==> config.mk <==
export PLATFORM = sky130hd
export DESIGN_NAME = gate_tt_sequencer
export DESIGN_NICKNAME = d
export VERILOG_FILES = /design/src/rtl/gate_tt_sequencer.sv
export SDC_FILE = /design/constraint.sdc
export NUM_CORES = 1
export LEC_CHECK = 0
export ABC_AREA = 1
export BUFFER_PORTS_ARGS = -buffer_cell sky130_fd_sc_hd__buf_2
export CORE_ASPECT_RATIO = 1.4
export CORE_MARGIN = 1
export CORE_UTILIZATION = 38
export DETAILED_ROUTE_END_ITERATION = 8
export GPL_TIMING_DRIVEN = 0
export MAX_ROUTING_LAYER = met4
export SLEW_MARGIN = 5
export SYNTH_ARGS = -nofsm -noshare
export SYNTH_HDL_FRONTEND = slang
export SYNTH_SLANG_ARGS = --single-unit
export TNS_END_PERCENT = 5
==> constraint.sdc <==
create_clock -name clk_i -period 1.3 [get_ports clk_i]
set_clock_uncertainty 0.1 [all_clocks]
set_input_delay 0.13 -clock clk_i [delete_from_list [all_inputs] [get_ports clk_i]]
set_output_delay 0.13 -clock clk_i [all_outputs]
set_load 0.1 [all_outputs]
==> src/rtl/gate_tt_sequencer.sv <==
// Truth-table self-check sequencer for a 2-input gate: walks {a,b} through 00..11, samples y, counts mismatches.
// Optional first-error log is built when GATE_SEQ_ERRLOG_EN is defined.
module gate_tt_sequencer #(
    parameter int HOLD_CYCLES = 4,
    parameter int CNT_W       = 3
) (
    input  logic             clk_i,
    input  logic             rst_n_i,
    input  logic             start_i,
    input  logic [3:0]       exp_tt_i,
    input  logic             y_i,
    output logic             a_o,
    output logic             b_o,
    output logic [1:0]       vec_idx_o,
    output logic             busy_o,
    output logic             done_o,
    output logic             pass_o,
    output logic [CNT_W-1:0] err_cnt_o
`ifdef GATE_SEQ_ERRLOG_EN
    ,
    output logic             first_err_vld_o,
    output logic [1:0]       first_err_idx_o
`endif
);

    localparam int HOLD_W = (HOLD_CYCLES > 1) ? $clog2(HOLD_CYCLES) : 1;
    localparam logic [HOLD_W-1:0] HOLD_LOAD = HOLD_W'(HOLD_CYCLES - 1);
    localparam logic [CNT_W-1:0]  ERR_MAX   = {CNT_W{1'b1}};

    typedef enum logic [1:0] {
        ST_IDLE,
        ST_SETTLE,
        ST_SAMPLE,
        ST_DONE
    } state_e;

    state_e             state_q, state_d;
    logic [HOLD_W-1:0]  hold_q, hold_d;
    logic [1:0]         vec_q, vec_d;
    logic               a_q, a_d;
    logic               b_q, b_d;
    logic [3:0]         tt_q, tt_d;
    logic [CNT_W-1:0]   err_q, err_d;
    logic               pass_q, pass_d;
    logic               busy_q, busy_d;
    logic               done_q, done_d;
    logic               feVld_q, feVld_d;
    logic [1:0]         feIdx_q, feIdx_d;

    logic               sampleMiss;
    logic [CNT_W-1:0]   errSampled;

    // Saturating count including the compare happening this cycle.
    assign sampleMiss = (y_i != tt_q[vec_q]);
    assign errSampled = (sampleMiss && (err_q != ERR_MAX)) ? (err_q + 1'b1) : err_q;

    always_ff @(posedge clk_i or negedge rst_n_i) begin
        if (!rst_n_i) begin
            state_q <= ST_IDLE;
            hold_q  <= '0;
            vec_q   <= 2'd0;
            a_q     <= 1'b0;
            b_q     <= 1'b0;
            tt_q    <= 4'd0;
            err_q   <= '0;
            pass_q  <= 1'b0;
            busy_q  <= 1'b0;
            done_q  <= 1'b0;
            feVld_q <= 1'b0;
            feIdx_q <= 2'd0;
        end else begin
            state_q <= state_d;
            hold_q  <= hold_d;
            vec_q   <= vec_d;
            a_q     <= a_d;
            b_q     <= b_d;
            tt_q    <= tt_d;
            err_q   <= err_d;
            pass_q  <= pass_d;
            busy_q  <= busy_d;
            done_q  <= done_d;
            feVld_q <= feVld_d;
            feIdx_q <= feIdx_d;
        end
    end

    always_comb begin
        state_d = state_q;
        hold_d  = hold_q;
        vec_d   = vec_q;
        a_d     = a_q;
        b_d     = b_q;
        tt_d    = tt_q;
        err_d   = err_q;
        pass_d  = pass_q;
        busy_d  = busy_q;
        done_d  = 1'b0;
        feVld_d = feVld_q;
        feIdx_d = feIdx_q;

        case (state_q)
            ST_IDLE: begin
                if (start_i) begin
                    tt_d    = exp_tt_i;
                    err_d   = '0;
                    pass_d  = 1'b0;
                    vec_d   = 2'd0;
                    a_d     = 1'b0;
                    b_d     = 1'b0;
                    busy_d  = 1'b1;
                    hold_d  = HOLD_LOAD;
                    feVld_d = 1'b0;
                    feIdx_d = 2'd0;
                    state_d = ST_SETTLE;
                end
            end
            ST_SETTLE: begin
                if (hold_q != '0) begin
                    hold_d = hold_q - 1'b1;
                end else begin
                    state_d = ST_SAMPLE;
                end
            end
            ST_SAMPLE: begin
                err_d = errSampled;
                if (sampleMiss && !feVld_q) begin
                    feVld_d = 1'b1;
                    feIdx_d = vec_q;
                end
                if (vec_q != 2'd3) begin
                    vec_d      = vec_q + 2'd1;
                    {a_d, b_d} = vec_q + 2'd1;
                    hold_d     = HOLD_LOAD;
                    state_d    = ST_SETTLE;
                end else begin
                    a_d     = 1'b0;
                    b_d     = 1'b0;
                    busy_d  = 1'b0;
                    done_d  = 1'b1;
                    pass_d  = (errSampled == '0);
                    state_d = ST_DONE;
                end
            end
            ST_DONE: begin
                state_d = ST_IDLE;
            end
            default: begin
                state_d = ST_IDLE;
            end
        endcase
    end

    assign a_o       = a_q;
    assign b_o       = b_q;
    assign vec_idx_o = vec_q;
    assign busy_o    = busy_q;
    assign done_o    = done_q;
    assign pass_o    = pass_q;
    assign err_cnt_o = err_q;

`ifdef GATE_SEQ_ERRLOG_EN
    assign first_err_vld_o = feVld_q;
    assign first_err_idx_o = feIdx_q;
`else
    logic unusedFe;
    assign unusedFe = feVld_q ^ (^feIdx_q);
`endif

endmodule

Word-level counts from Yosys, hierarchy flattened --
Cells that the tools add are included.
Word-level totals: flip-flop bits (word level) 18, output and inout bits 10, logic and storage cells 65
Operators by class: add/subtract/negate cells 3, order comparisons 1, equal/unequal tests 11, muxes and demuxes 28, reductions and logical operators 12
Operators by type and width (count):
- $mux W2 | 8
- $ne A2 B2 Y1 const B | 6
- $mux W1 | 9
- $pmux W1 S2 | 4
- $pmux W2 S4 | 1
- $mux W3 | 2
- $pmux W2 S3 | 1
- $pmux W3 S2 | 1
- $reduce_and A2 Y1 | 3
- $reduce_and A3 Y1 | 2
- $eq A2 B2 Y1 const B | 2
- $pmux W2 S2 | 1
- $reduce_and A4 Y1 | 1
- $reduce_bool A2 Y1 | 2
- $add A3 B1 Y3 const B | 1
- $logic_not A3 Y1 | 1
- $lt A2 B3 Y1 const B | 1
- $ne A3 B3 Y1 const B | 1
- $reduce_bool A3 Y1 | 1
- $add A2 B1 Y2 const B | 1
- $bmux W1 S2 | 1
- $eq A2 B1 Y1 const B | 1
- $logic_not A2 Y1 | 1
- $sub A2 B1 Y2 const B | 1
- other kinds (2) | 2

Longest topological paths before layout --
Gate-level depths: netlist of the first run.
depth in word-level cells 8, gate-level depth with buffers 11

Worst setup path after synthesis of the first run --
OpenSTA, ideal clock, no wires.
path kind register to register, start point register err_q[1] (netlist: err_cnt_o[1]), end point register pass_q (netlist: pass_o), setup time 121 ps, arrival 1767 ps, data required time 1079 ps, slack -688 ps, stages on the path, launching flop included 10, buffers on the path 0, cell sequence dfrtp_1 > ha_1 > ha_1 > inv_1 > nand3_2 > nand2_1 > nand2_1 > nor2_1 > nand2_1 > nand2_1
Between the ends: cells in the longest elaborated chain, start to end 6, elaborated cells on any way between the ends 7
Ends and longest elaborated chain:
- start, declared | RTL line 43 | logic [CNT_W-1:0] err_q, err_d;
- start signal, assigned | RTL line 78 | err_q <= err_d;
- parallel branches: the longest is 2 deep, another holds $add A3 B1 Y3
- $mux W3 * | RTL line 55 | assign errSampled = (sampleMiss && (err_q != ERR_MAX)) ? (err_q + 1'b1) : err_q;
- $logic_not A3 Y1 * | RTL line 140 | pass_d = (errSampled == '0);
- $mux W1 * | RTL line 130 | if (vec_q != 2'd3) begin
- $pmux W1 S2 * | RTL line 101 | case (state_q)
- end signal, assigned | RTL line 79 | pass_q <= pass_d;
- end, declared | RTL line 44 | logic pass_q, pass_d;
Mark *: on every way between the ends. The select of a mux whose other input is x is not followed. A chain may end at the register's enable or synchronous reset.

Final worst setup path of the first run --
Same ends and word-level chain as after synthesis.

==> results.cfg, run 1 <==
[status]
result_of_the_run = finished with violations
violations = negative setup slack

[synth]
yosys.cell_count.top_type = nand2_1
synth.area.mux_share = 0.05063
synth_top_area_cell = dfrtp_1
synth.top_cells.by_area = dfrtp_1 51%, nand2_1 14%, ha_1 5.6%
synth_top_cell_area_share = 0.5063
synth_simple_gate_area_share = 0.2799
synth_top_family_by_area = simple AND/OR/NAND/NOR gates
number_of_enable_type_register_cells_in_the_synthesized_netlist = 0
synth_warnings = 0
synth-compound-area-share = 0.05204
synth.top_cells.by_count = 33 x nand2_1, 18 x dfrtp_1, 8 x inv_1, 8 x nand3_1
synth_nets = 113
synth_seq_area_share = 0.5063
asyncSetResetFlopFracSynth = 1.000
synth_seq_cells = 18
synth_cell_types = 18
synth_ff_type = dfrtp_1
synth.avg_cell_area_um2 = 8.808
synthesis.area_um2 = 889.6
synth_xor_xnor_area_share = 0
synth_cells = 101
post_synthesis_share_of_cell_area_spent_on_full_adders_half_adders_and_majority_gates = 0.05626

[sta]
slew_viols_final = 0
timing.final.crit_share = 1.154
grt_setup_unrepaired = yes
final-hold-violation-count = 0
setup_slack_ps = -200.0
slew_headroom = 0.7322
post-route-min-period_ps = 1500
max_freq_ghz = 0.6666
timing_worst_slew_pin_value_ps = 401.7
setup_tns_ps = -745.4
finalSetupViolCount = 7

[cells_and_area]
utilization = 0.6028
post_route_cells_drive_above_1_share = 0.5227
num-nets-final = 145
syn2layout_area_growth_pct = 49.23
insertedDiodeCount = 0

[drt]
detail_route.vias_per_cell = 5.026
detailroute.via_count = 774
post_detailed_route_count_of_antenna_violating_nets = 0
dr.first_iter.drc_count = 15
wl_per_cell_um = 12.33
firstDrtPassIters = 4
drcViolationCount = 0
route.final.wire_length_um = 1899

[setup_path]
r2r_setup_slack_ps = -200
critical_path_cell_by_cell = ha_4 > ha_4 > inv_6 > buf_4 > nand3_2 > nand2_2 > nor2_2 > nand2_1 > nand2_1
regToRegStartpoint = err_cnt_o[1]
largest_driver_fanout_on_the_critical_path = 4
r2r-end = pass_o
critPathArrivalTime_ps = 1610
worst_setup_path_end_kind = register
cp_slowest_stage_delay_ps = 510
critical_path.startpoint = err_cnt_o[1]
critPathSlowestCell = dfrtp_4
cp.required_ps = 1410
cp-start-kind = register
worstSetupPathType = register to register
number_of_cells_on_the_worst_reg_to_reg_path = 9
worst_setup_path_endpoint = pass_o

[floorplanning]
initial_utilization = 0.4040
die_x_um = 42.89
design.die.area_mm2 = 0.002541
pin_count = 18
die_height_um = 59.25
core_mm2 = 0.002202
placement_rows = 20

[pwr]
leakagePower_nw = 0.6519
irDropWorstVdd_v = 0.001660
power.density_mw_per_mm2 = 2438
power.total_mw = 3.237

[clock_network]
buffer_type_at_the_clock_tree_root = clkbuf_4
tritoncts = built
cts.sink_count = 18
cts.clk_slew.worst_paths_ps = 110
numCtsBuffers = 3
clock_latency_ps = 300
clk_path_buf_depth = 2
h_tree_depth = 1

[place]
dp.final_hpwl_um = 1311
worst_setup_slack_before_clock_tree_synthesis_ps = -204.1
portBuffers = 17
gpl.final_weighted_congestion = 0.7601

[grt]
grt_remaining_overflow = 0
grt_pass1_vias = 745
first_pass_grt_wire_length_um = 3049
antenna_found_initial = 0
grt_usage = 0.1719
pin_count_of_the_biggest_net_entering_global_routing = 19

[worst_hold_path]
worstHoldPathType = input port to register

[run]
max_cap_violations = 0
==> cell type report <==
class,instances,area [um^2]
fillers,201,874.6
flip-flops and latches,18,467.9
repair buffers,27,209.0
inverters,13,56.30
well taps,22,27.53
multi-input cells,70,530.5
clock buffers,4,36.28
==> sequential cells by signal (all words and copies together), names as in the netlist <==
name,flops
busy_o,1
err_cnt_o,3
state_q,2
hold_q,2
vec_idx_o,2
pass_o,1
a_o,1
tt_q,4
done_o,1
b_o,1
==> per-layer routing <==
| layer | vias to the layer above | track usage | wire, um |
|---|---|---|---|
| li1 | 385 | - | - |
| met1 | 368 | 0.1944 | 737 |
| met2 | 16 | 0.2749 | 1055 |
| met3 | 5 | 0.03659 | 50 |
| met4 | 0 | 0.1071 | 55 |
| met5 | - | - | 0 |
==> through the flow <==
stage               instance area, um^2  hold WS, ps  instances
finish                             1328        45.94        154
global route                       1328        36.69        154
CTS                                1217        46.26        152
detailed placement                 1046       -13.74        140
global placement                   1046       -20.02        140
floorplan                         933.4       -265.6        101
==> layout by cell type (no fill, tap or decap), types with 2 or more instances in the layout <==
cell and count:
nand2_1 22, mux2_1 3, dfrtp_1 12, nand2_2 9, ha_4 2, nor2_2 3
nand3_2 5, buf_6 3, clkbuf_4 4, inv_1 7, buf_2 7, dfrtp_4 4
nand3_4 3, nand3_1 3, buf_4 11, nor2_4 2, o21ai_1 4, nand2_4 5
dlygate4sd3_1 5, inv_2 4, dfrtp_2 2, nor2_1 2
==> critical path: cells and delay by family, from the launching register on <==
kind,cells,cell delay [ps]
flops,1,510
fa+ha+maj,2,330
simple gates,5,270
buf+inv,2,180
==> report_power, final <==
group | switching (mW) | total [mW] | leakage, nW | internal [mW]
Combinational | 1.25 | 1.87 | 0.415 | 0.622
Sequential | 0.226 | 1.02 | 0.216 | 0.791
Clock | 0.175 | 0.346 | 0.0210 | 0.171
==> how the worst min path moves through the flow <==
stage                     startpoint   endpoint  cells after the start  slack (ps)
after CTS                    start_i     busy_o                      3          50
after global routing         start_i     busy_o                      3          40
final                        start_i     busy_o                      3          50
after floorplan              rst_n_i        a_o                      0        -270
after detailed placement     rst_n_i  hold_q[1]                      1         -10
after global placement       rst_n_i  hold_q[1]                      1         -20
==> repair_timing <==
item | CTS | global route
gates resized for setup | 22 | 27
pin swaps | 2 | 11
hold buffers | 5 | 0
buffers inserted | 3 | 2
hold endpoints to repair | 22 | 0
setup endpoints to repair | 21 | 20
==> cells by family after synthesis <==
group                      count (synthesis)
adders and majority gates                  4
DFF                                       18
buffers and inverters                     13
and+or+nand+nor                           54
AOI/OAI and AO/OA                          8
muxes                                      4
Note: power is estimated with default switching activity, not from simulation.
==> run 2, diff against run 1 <==
--- a/config.mk
+++ b/config.mk
@@ -13,6 +13,7 @@
 export DETAILED_ROUTE_END_ITERATION = 8
 export GPL_TIMING_DRIVEN = 0
 export MAX_ROUTING_LAYER = met4
+export REMOVE_ABC_BUFFERS = 1
 export SLEW_MARGIN = 5
 export SYNTH_ARGS = -nofsm -noshare
 export SYNTH_HDL_FRONTEND = slang
==> run 2 against run 1 <==
The flow still finishes with violations (negative setup slack). Via count decreased by 1.2%. Global-route usage is 0.97 points lower. Worst setup slack improved by 63 ps. Sequential power down 9%. Hold slack better by 29 ps. Core utilization decreased by 5.6 points. Die area did not move. Clock power is 3% lower. Register-to-register slack improved by 60 ps. Maximum frequency up 4.4%.
==> results.cfg, run 2 (synthesis results as in run 1) <==
[pwr]
power_frac_clock = 0.115
irDropWorstVdd_v = 0.001585
leakagePower_nw = 0.6332
internal_power_mw = 1.440
switchingPower_mw = 1.464
power.density_mw_per_mm2 = 2413
share_seq_of_total_power = 0.320
sw_frac_of_total = 0.5041
comb_power_share = 0.565

[floorplanning]
core_mm2 = 0.002202
pin_count = 18
initial_utilization = 0.4040
placement_rows = 20
die_x_um = 42.89
die_height_um = 59.25
design.die.area_mm2 = 0.002541

[drt]
drcViolationCount = 0
detail_route.vias_per_cell = 4.935
route.final.wire_length_um = 1835
dr.first_iter.drc_count = 8
wl_per_cell_um = 11.84
post_detailed_route_count_of_antenna_violating_nets = 0
firstDrtPassIters = 4
detailroute.via_count = 765

[cells_and_area]
finish.cell_count_without_fillers = 155
regArea_um2 = 452.9
num-nets-final = 146
post_route_cells_drive_above_1_share = 0.3910
multi_input_area_um2 = 417.9
largest_register_ff_count = 4
syn2layout_area_growth_pct = 35.30
layout.cells.most_common_list = 28 x nand2_1, 16 x dfrtp_1, 11 x buf_4, 9 x buf_2
insertedDiodeCount = 0
top_register = tt_q
utilization = 0.5466
n_fill_cell = 215
layout.cells.most_common = nand2_1

[sta]
post-route-min-period_ps = 1437
setup_slack_ps = -136.7
final-hold-violation-count = 0
slew_viols_final = 0
slew_headroom = 0.6756
timing_worst_slew_pin_value_ps = 490.0
timing.final.crit_share = 1.105
setup_tns_ps = -427.1
max_freq_ghz = 0.6960
grt_setup_unrepaired = yes
finalSetupViolCount = 9

[clock_network]
buffer_type_at_the_clock_tree_root = clkbuf_4
clock_latency_ps = 290
numCtsBuffers = 3
h_tree_depth = 1
clk_path_buf_depth = 2
cts.clk_slew.worst_paths_ps = 100
tritoncts = built
cts.sink_count = 18

[status]
violations = negative setup slack
result_of_the_run = finished with violations

[place]
dp.final_hpwl_um = 1308
gpl.final_weighted_congestion = 0.7514
worst_setup_slack_before_clock_tree_synthesis_ps = -258.6
dp.cells = 140
portBuffers = 17

[setup_path]
critPathArrivalTime_ps = 1530
largest_driver_fanout_on_the_critical_path = 3
critical_path_cell_by_cell = ha_2 > ha_2 > inv_2 > buf_4 > nand3_1 > nand2_2 > nor2_1 > nand2_1 > nand2_1
cp-start-kind = register
critPathSlowestCell = dfrtp_1
worst_setup_path_end_kind = register
cp_slowest_stage_delay_ps = 400
cp.required_ps = 1390
worstSetupPathType = register to register

[grt]
first_pass_grt_wire_length_um = 2946
grt_remaining_overflow = 0
grt_pass1_vias = 747
pin_count_of_the_biggest_net_entering_global_routing = 19
antenna_found_initial = 0
grt_usage = 0.1623

[worst_hold_path]
worstHoldPathType = input port to register

[run]
max_cap_violations = 0
-- run 2: changes by cell type in the layout (fill, tap and decap cells not counted), sizes merged --
cell,before,now
clkbuf,5,4
buf,21,23
-- run 2: per-stage QoR --
step / total power [mW] / hold WS [ps] / cell area, um^2
after CTS: 2.869 / 82.71 / 1155
final: 2.905 / 74.73 / 1204
after global routing: 3.097 / 105.3 / 1204
after global placement: 2.329 / -19.06 / 1002
after floorplan: 2.098 / -265.6 / 889.6
after detailed placement: 2.374 / -15.12 / 1002
-- run 2: per-layer routing --
metal | vias to the layer above | track usage | part of all wire
li1 | 388 | - | -
met1 | 359 | 0.1753 | 0.42
met2 | 14 | 0.2900 | 0.54
met3 | 4 | 0.01829 | 0.023
met4 | 0 | 0.08036 | 0.017
met5 | - | - | 0
-- run 2: worst paths after layout --
check / to / cells after the start / from / slack (ps)
worst max register to register: pass_o / 9 / err_cnt_o[1] / -140
min in group asynchronous: hold_q[0] / 2 / rst_n_i / 180
worst min-delay path: busy_o / 3 / start_i / 70
max in group asynchronous: vec_idx_o[0] / 2 / rst_n_i / 600
worst max-delay path: pass_o / 9 / err_cnt_o[1] / -140
worst min register to register: a_o / 2 / a_o / 390
-- run 2: power groups by stage --
stage               sequential, mW  combinational [mW]  clock, mW
floorplan                     1.45               0.647          0
CTS                          0.924                1.59      0.351
finish                       0.928                1.64      0.335
global route                 0.950                1.79      0.360
detailed placement           0.931                1.44          0
global placement             0.919                1.41          0
-- run 2: repair_timing --
action                                  CTS  global route
cloned                                    0             0
buffers inserted                          4             2
hold buffers                              5             0
endpoints found under the setup margin   18            18
hold endpoints to repair                 22             0
pin swaps                                 4             9
resized for setup                        18            10
-- run 2: area by class of cell --
type	count	area share
clock buffers	4	0.03015
inverters	13	0.04054
multi-input cells	70	0.3472
flip-flops and latches	18	0.3763
well taps	22	0.02287
repair buffers	28	0.1830
-- run 2: critical path: cells and delay by family (launching register included) --
family,cells,cell delay (ps)
fa+ha+maj,2,350
simple gates,5,330
buf+inv,2,170
flops,1,400
